## src/rtl/pipeline_pkg.sv

```systemverilog
// Shared pipeline types and constants for the IF stage and the pipeline registers.
package pipeline_pkg;

    typedef enum logic {
        FETCH   = 1'b0,
        DISCARD = 1'b1
    } IfState_t;

    localparam logic [31:0] NOP_INSTR          = 32'h0000_0000;
    localparam logic [31:0] DEFAULT_RESET_PC   = 32'h0000_0000;
    localparam logic [31:0] DEFAULT_EXC_VECTOR = 32'h0000_0008;

    // One IF/ID slot: the fetched word plus where it came from.
    typedef struct packed {
        logic [31:0] instruction;
        logic [31:0] pc;
        logic [31:0] pcPlus4;
        logic        valid;
    } IfIdBundle_t;

    // Word-align an address; every redirect target goes through this.
    function automatic logic [31:0] alignWord(input logic [31:0] addr);
        return {addr[31:2], 2'b00};
    endfunction

endpackage

```

## src/rtl/if_id_register.sv

```systemverilog
// IF/ID pipeline register. Hold freezes everything; bubble clears the
// instruction and valid flag but keeps the pc fields; load captures a new slot.
module if_id_register
    import pipeline_pkg::*;
(
    input  logic        clk,
    input  logic        rst,
    input  logic        hold,
    input  logic        bubble,
    input  logic        load,
    input  IfIdBundle_t loadData,
    output IfIdBundle_t idRegs
);

    // Register update with hold > bubble > load precedence.
    always_ff @(posedge clk) begin
        if (rst) begin
            idRegs.instruction <= NOP_INSTR;
            idRegs.pc          <= 32'h0;
            idRegs.pcPlus4     <= 32'h0;
            idRegs.valid       <= 1'b0;
        end else if (!hold) begin
            if (bubble) begin
                idRegs.instruction <= NOP_INSTR;
                idRegs.valid       <= 1'b0;
            end else if (load) begin
                idRegs <= loadData;
            end
        end
    end

endmodule

```

## src/rtl/pipeline_if_stage.sv

```systemverilog
// Instruction-fetch stage: PC, redirect priority mux and fetch FSM.
//
//  state   | meaning
//  --------+------------------------------------------------------------
//  FETCH   | imem_addr = pc; word accepted, squashed or held on MIO_ready
//  DISCARD | redirect taken while a fetch was outstanding; keep the old
//          | address until the response arrives, drop it, then jump
module pipeline_if_stage
    import pipeline_pkg::*;
#(
    parameter logic [31:0] RESET_PC   = DEFAULT_RESET_PC,
    parameter logic [31:0] EXC_VECTOR = DEFAULT_EXC_VECTOR
) (
    input  logic        clk,
    input  logic        rst,
    output logic [31:0] imem_addr,
    output logic        imem_req,
    input  logic [31:0] imem_data,
    input  logic        MIO_ready,
    input  logic        shouldStall,
    input  logic        shouldJumpOrBranch,
    input  logic [31:0] jumpTarget,
    input  logic        exception,
    input  logic        eret,
    input  logic [31:0] epc,
    output logic [31:0] id_instruction,
    output logic [31:0] id_pc,
    output logic [31:0] id_pcPlus4,
    output logic        id_valid
);

    IfState_t    state, stateNext;
    logic [31:0] pc, pcNext, pcPlus4;
    logic [31:0] pendingTarget, pendingNext;
    logic [31:0] heldAddr, heldNext;
    logic [31:0] redirectTarget;
    logic        redirect;
    logic        ifHold, ifBubble, ifLoad;
    IfIdBundle_t loadData, idRegs;

    assign pcPlus4 = pc + 32'd4;

    // Redirect source selection: exception > eret > ID jump/branch.
    always_comb begin
        redirect       = exception | eret | shouldJumpOrBranch;
        redirectTarget = jumpTarget;
        if (exception) begin
            redirectTarget = EXC_VECTOR;
        end else if (eret) begin
            redirectTarget = epc;
        end
        redirectTarget = alignWord(redirectTarget);
    end

    // Next-state, next-PC and IF/ID control.
    always_comb begin
        stateNext   = state;
        pcNext      = pc;
        pendingNext = pendingTarget;
        heldNext    = heldAddr;
        ifHold      = 1'b0;
        ifBubble    = 1'b0;
        ifLoad      = 1'b0;
        case (state)
            FETCH: begin
                if (redirect) begin
                    ifBubble = 1'b1;
                    if (MIO_ready) begin
                        pcNext = redirectTarget;
                    end else begin
                        pendingNext = redirectTarget;
                        heldNext    = pc;
                        stateNext   = DISCARD;
                    end
                end else if (shouldStall) begin
                    ifHold = 1'b1;
                end else if (MIO_ready) begin
                    ifLoad = 1'b1;
                    pcNext = pcPlus4;
                end else begin
                    ifBubble = 1'b1;
                end
            end
            DISCARD: begin
                ifBubble = 1'b1;
                if (redirect) begin
                    pendingNext = redirectTarget;
                end
                if (MIO_ready) begin
                    pcNext    = redirect ? redirectTarget : pendingTarget;
                    stateNext = FETCH;
                end
            end
            default: stateNext = FETCH;
        endcase
    end

    // State, PC and pending-redirect registers.
    always_ff @(posedge clk) begin
        if (rst) begin
            state         <= FETCH;
            pc            <= RESET_PC;
            pendingTarget <= 32'h0;
            heldAddr      <= 32'h0;
        end else begin
            state         <= stateNext;
            pc            <= pcNext;
            pendingTarget <= pendingNext;
            heldAddr      <= heldNext;
        end
    end

    assign imem_addr = (state == DISCARD) ? heldAddr : pc;
    assign imem_req  = !rst;

    assign loadData.instruction = imem_data;
    assign loadData.pc          = pc;
    assign loadData.pcPlus4     = pcPlus4;
    assign loadData.valid       = 1'b1;

    if_id_register ifIdReg (
        .clk      (clk),
        .rst      (rst),
        .hold     (ifHold),
        .bubble   (ifBubble),
        .load     (ifLoad),
        .loadData (loadData),
        .idRegs   (idRegs)
    );

    assign id_instruction = idRegs.instruction;
    assign id_pc          = idRegs.pc;
    assign id_pcPlus4     = idRegs.pcPlus4;
    assign id_valid       = idRegs.valid;

endmodule

```

## config.mk

```make
export PLATFORM = sky130hd
export DESIGN_NAME = pipeline_if_stage
export DESIGN_NICKNAME = d
export VERILOG_FILES = /design/src/rtl/pipeline_pkg.sv /design/src/rtl/if_id_register.sv /design/src/rtl/pipeline_if_stage.sv
export SDC_FILE = /design/constraint.sdc
export NUM_CORES = 1
export LEC_CHECK = 0
export CAP_MARGIN = 10
export CELL_PAD_IN_SITES_DETAIL_PLACEMENT = 1
export CELL_PAD_IN_SITES_GLOBAL_PLACEMENT = 1
export CORE_ASPECT_RATIO = 0.9
export CORE_MARGIN = 8
export CORE_UTILIZATION = 38
export DETAILED_ROUTE_END_ITERATION = 12
export PLACE_DENSITY = 0.82
export SLEW_MARGIN = 10
export SYNTH_ARGS = -nofsm -noshare
export SYNTH_HDL_FRONTEND = slang
export SYNTH_SLANG_ARGS = --single-unit
export TNS_END_PERCENT = 30
```

## constraint.sdc

```tcl
create_clock -name clk -period 3.7 [get_ports clk]
set_input_delay 0.37 -clock clk [delete_from_list [all_inputs] [get_ports clk]]
set_output_delay 0.37 -clock clk [all_outputs]
set_load 0.01 [all_outputs]
```

==> out/results.txt <==
The run finished with clean final reports. The post-CTS repair timing setup buffer count came out at 0. The leakage power figure came out at 4.203 nW. The required time reported for the critical path endpoint was 4000 ps; the internal power summed over all cells was 3.405 mW. After clock tree synthesis, the flow added hold-fix buffers numbering 0. The run gives 1117 as the synthesized netlist cell count.

The run gives 0 as the number of hold violations in the final report. The tools report the share of power burned in registers as 0.464. Buffer type at the clock tree root: clkbuf_16. The synthesized netlist occupies a cell area of 0.008842 sq mm.

TritonCTS built the clock tree. Wires add up to 33450 um. The initialized floorplan defines 53 standard-cell rows. Dividing the detail-routed via count by the number of cells gives 5.560. The tools report the initial core utilization as 0.3832. The run gives 0.5185 as the post-route core utilization.

Area of the core: 0.02308 sq mm. In this run the power density over the cells is 394.5 mW/mm^2. The area added between synthesis and finish is 35.32%. The commonest cells after synthesis are dfxtp_1, nand2_1, a21oi_1. The logs give 1.315 mW for the net switching power of the design and 940 ps for the slack of the worst reg-to-reg path. Detailed routing inserted a total of 8918 vias.

The die is 160.7 um tall. For the worst setup path, the data arrival time is 3060 ps. Proportion of total power due to net switching: 0.2787.

The clock reaches the later pin of the worst-skew pair after 440 ps. The share of flip-flops with an asynchronous set or reset after synthesis came out at 0. Setup violations remaining at the end of the flow were counted as 0. Counting flops with a built-in enable in the synthesized netlist gives 0.

A synthesized cell averages 7.916 sq um. After filler insertion, the fill cell instance count of the layout stands at 2761. The worst setup path is captured at a flop. The die covers 0.02841 sq mm. For this run, design rule violations remaining after detail routing come to 0.

After the first detailed-routing iteration, the DRC count stood at 672. In this run, synthesis produced a sequential element count of 192. The slew of the pin with the lowest slew margin came out at 930.2 ps. dfxtp_1 takes more of the synthesized area than any other cell. When the netlist entered floorplanning its net count stood at 1221. Gates resized during post-CTS repair numbered 0. The number of buffers on the longest clock path came out at 2. The tools report the total clock sinks as 192. The number of buffers added on ports is 228, and the number of max-slew violations in the final report is 0. Across the VDD grid, the largest voltage drop is 0.2468 mV. The post-route fraction of the period consumed by the critical path came out at 0.7461. The global-route usage over all layers is 0.2309, and the number of nets with antenna violations after routing is 0. The tools report the normalized max-slew margin as 0.3798.

The fmax is 362.2 MHz. Setup repair after global routing left no endpoint under its margin. The first TritonRoute pass finished after 5 iterations. Across the run, the number of max-cap violations was 0. The number of H-tree branching levels is 4. The share of total power in combinational logic came out at 0.128. The number of clock buffers inserted by TritonCTS was 17.

By area the synthesized netlist is led by dfxtp_1, nand2_1, a21oi_1. The synthesized netlist contains 56 unique library cells. After clock tree synthesis, the clock-pin slew on the worst setup and hold paths is 70 ps. The fraction of final layout cells sized beyond drive strength 1 works out to 0.08301. The logs give 9272 for the number of global-route vias before repair and 0.8559 for the final weighted congestion in routability-driven placement.

Pin placement for this block handled 233 I/O pins. The critical-path maximum fanout is 13. The run gives 13.06 ps as the largest clock skew in the final design.

The tools report the share of synthesized area occupied by flip-flops and latches as 0.4347. Among all cell types in the netlist, the one instantiated most often is dfxtp_1. The first global-routing pass estimated 52640 um of wire. The share of the synthesized area in the top cell type is 0.4347, and the number of warnings reported in the yosys synthesis log is 0.

The most used flip-flop cell after synthesis is dfxtp_1. The clock period minus worst slack is 2761 ps, and the residual overflow from global routing is 0. Type of the worst min-delay path: reg2reg. The wire-length estimate of the detail-placed layout is 23580 um. After detailed routing, the average wire length per cell comes to 20.86 um.

The tools report the count of nets after finishing as 1392. The setup path with the least slack is of type reg2reg. The worst setup path is launched from a flop.

The proportion of power drawn by the clock network is 0.408, and the number of antenna violations at the first check in global routing is 0. Summed over all failing endpoints, the final setup total negative slack is 0 ps. For the largest net degree at the start of global routing, the log shows 80.

The floorplan step set the die width to 176.8 um.
==> layout make-up <==
| cell class | count | area [sq um] | area share |
|---|---|---|---|
| Antenna cell | 1 | 2.502 | 0.0002091 |
| Clock buffer | 19 | 452.9 | 0.03785 |
| Clock inverter | 13 | 166.4 | 0.01391 |
| Inverter | 13 | 48.80 | 0.004078 |
| Multi-Input combinational cell | 801 | 4502 | 0.3762 |
| Sequential cell | 192 | 3845 | 0.3213 |
| Tap cell | 302 | 377.9 | 0.03158 |
| Timing Repair Buffer | 263 | 2570 | 0.2148 |
==> per-stage QoR <==
stage                     total power, mW  cell area [sq um]  worst slack [ps]  hold WS (ps)  std cells
after floorplan                     2.530               8842              1501         431.9       1117
after global placement              2.815              11340             804.5         437.7       1571
after detailed placement            2.833              11340             750.1         446.9       1571
after CTS                           4.751              11960              1002         457.9       1603
after global routing                4.899              11960             767.8         471.3       1603
final                               4.720              11970             939.4         455.4       1604
==> path summary, 6_finish.rpt <==
check                           from                 end  cells after the start
hold reg to reg   ifIdReg.idRegs[52]  ifIdReg.idRegs[52]                      2
hold / removal    ifIdReg.idRegs[52]  ifIdReg.idRegs[52]                      2
setup / recovery               pc[8]              pc[25]                      5
setup reg to reg               pc[8]              pc[25]                      5
==> registers in the layout (all words and copies together), names as in the netlist <==
register	cells
pc	32
state	1
heldAddr	32
ifIdReg.idRegs	95
pendingTarget	32
==> power by group through the flow <==
stage                     combinational, mW  clock, mW  sequential (mW)
after floorplan                       0.334          0             2.20
after global routing                  0.653       2.05             2.20
after CTS                             0.605       1.96             2.19
after detailed placement              0.597          0             2.24
after global placement                0.583          0             2.23
final                                 0.605       1.92             2.19
==> worst max-delay path, stage by stage (launching register included) <==
cell	delay, ps
dfxtp_1	510
nand4_1	520
or4_4	740
nor3b_1	270
o21ai_0	150
a2111oi_0	440
==> cells in the final DEF (no fill, tap or decap), types with 10 or more instances in the layout <==
master,count
xnor2_1,12
a22oi_1,42
nor3_1,34
xor2_1,11
mux2_2,27
clkdlybuf4s50_1,225
nor2_1,113
nor4_1,16
and3_1,10
o21ai_0,46
buf_4,33
dfxtp_1,191
a21oi_1,139
nand2_1,187
inv_1,12
nand3_1,18
mux2i_1,34
clkbuf_16,17
a211oi_1,16
==> cell families after synthesis <==
kind of cell / Yosys count / share of synthesized area
buffers and inverters: 124 / 0.05801
xor gates and xnor gates: 23 / 0.02278
adders and majority gates: 1 / 0.001415
and+or+nand+nor: 418 / 0.2074
DFF: 192 / 0.4347
muxes: 61 / 0.07287
AOI/OAI and AO/OA: 298 / 0.2028
==> metal layers <==
layer,part of all wire,GRT usage,routed length [um]
met1,0.44,0.2939,14780
met2,0.46,0.3698,15350
met3,0.084,0.07533,2798
met4,0.016,0.05995,527
met5,0,0,0
Power figures use the tool's default switching activity.
==> variant, RTL diff (config.mk and constraints unchanged) <==
Register the input `jumpTarget` before use, with the module's reset. The logic sees it one clock later. The other inputs are not delayed to match.
--- a/src/rtl/pipeline_if_stage.sv
+++ b/src/rtl/pipeline_if_stage.sv
@@ -31,2 +31,12 @@
 
+    logic [31:0] jumpTarget_q;
+
+    always_ff @(posedge clk) begin
+        if (rst) begin
+            jumpTarget_q <= '0;
+        end else begin
+            jumpTarget_q <= jumpTarget;
+        end
+    end
+
     IfState_t    state, stateNext;
@@ -45,3 +55,3 @@
         redirect       = exception | eret | shouldJumpOrBranch;
-        redirectTarget = jumpTarget;
+        redirectTarget = jumpTarget_q;
         if (exception) begin
Formal check against the unedited RTL: not equivalent (Yosys sat finds a counterexample within 4 cycles, from zero or initial values and one cycle with rst high).
==> variant against the unedited design <==
Non-clock buffer count shrank 6; cell count rose by 6.5%; first-iteration DRC count increased by 1.3%; worst setup slack worse by 0.32 ns; utilization is 0.30 points higher; power increased by 26%; register-to-register slack improved by 0.22 ns; final area rose by 9.5%; sequential cell count up 30; synthesized area increased by 9.7%; routed wire length increased by 3.4%; critical path type is now reg2out.
==> variant: results <==
{
  "outcome": "finished, final reports clean",
  "ir_drop_v": 0.000245,
  "crit_family": "buffers and inverters",
  "synth_fp_nets": 1279,
  "preCtsSetupSlack_ns": 0.925,
  "muxShareOfSynthArea": 0.0668,
  "holdPathEnd": "ifIdReg.idRegs[92]$_SDFFE_PP0P_",
  "wire_per_inst_um": 20.2,
  "grt_pass1_vias": 9565,
  "cts.sinks": 222,
  "leakage_nw": 4.61,
  "synth_cells": 1175,
  "whs_ns": 0.277,
  "num_antenna_cells": 0,
  "ys_seq_area_frac": 0.458,
  "first_pass_iters": 7,
  "hold_path.class": "in2reg",
  "worstSkewPairLatency_ns": 0.53,
  "dpl_cell_area_sq_mm": 0.0121,
  "drive_above_1_share": 0.0886,
  "synth_xor_xnor_area_share": 0.0226,
  "routed_wl_mm": 34.6,
  "fill_cells": 2956,
  "finalNetCount": 1450,
  "synthTopCellsByCount": "222 x dfxtp_1, 216 x nand2_1, 140 x a21oi_1",
  "routed_via_density": 5.44,
  "cts_buffers": 26,
  "dp.cells": 1660,
  "netlist-cell-type-count": 58,
  "drtIter0Drc": 681,
  "rr_worst_depth": 6,
  "net-switching-power_mw": 1.43,
  "ys_top_cells_by_area": "dfxtp_1 46%, nand2_1 8.4%, a21oi_1 7.2%, nor2_1 3.7%, mux2_2 3.5%",
  "slowest_stage": "dfxtp_2",
  "critPathMaxStageDelay_ns": 0.62,
  "clockBufferDepth": 3,
  "grt_pass1_wl_mm": 54.0,
  "rr_startpoint": "pc[3]$_SDFFE_PP0P_",
  "place_hpwl_mm": 24.3,
  "htreeDepth": 1,
  "min_from": "rst"
}
[variant: changes by cell type after synthesis, sizes merged, moves of 7 or more]
| cell | before | now |
|---|---|---|
| clkbuf | 83 | 67 |
| buf | 28 | 47 |
| nor3 | 37 | 23 |
| a22oi | 42 | 33 |
| nor2 | 114 | 96 |
| dfxtp | 192 | 222 |
| nand2 | 187 | 216 |
| or3 | 8 | 16 |
| nand3 | 18 | 25 |
| nand4 | 6 | 15 |
| nor2b | 2 | 32 |
[variant: how the worst max path moves through the flow]
stage / slack [ns] / end / depth (start not counted) / from
global placement: 0.95 / pc[21]$_SDFFE_PP0P_ / 5 / shouldJumpOrBranch
finish: 0.62 / imem_addr[30] / 3 / state$_SDFF_PP0_
global route: 0.54 / imem_addr[30] / 3 / state$_SDFF_PP0_
floorplan: 1.74 / imem_addr[28] / 4 / state$_SDFF_PP0_
CTS: 0.61 / imem_addr[30] / 3 / state$_SDFF_PP0_
detailed placement: 0.92 / ifIdReg.idRegs[3]$_SDFFE_PP0P_ / 6 / shouldJumpOrBranch
[variant: layer usage]
layer / vias up / wire, um / part of all wire / global-route usage
li1: 4414 / - / - / -
met1: 4523 / 15500 / 0.45 / 0.290
met2: 301 / 15900 / 0.46 / 0.346
met3: 55 / 2260 / 0.065 / 0.0420
met4: 0 / 900 / 0.026 / 0.0631
met5: - / 0 / 0 / 0
[variant: area by class of cell]
class                      instances  area, sq um  area share
multi-input combinational        830         4740       0.362
sequential                       222         4450       0.339
timing repair buffer             257         2500       0.191
clock buffer                      40          805      0.0614
tap                              342          428      0.0327
clock inverter                     8          146      0.0112
inverter                           9         33.8     0.00258
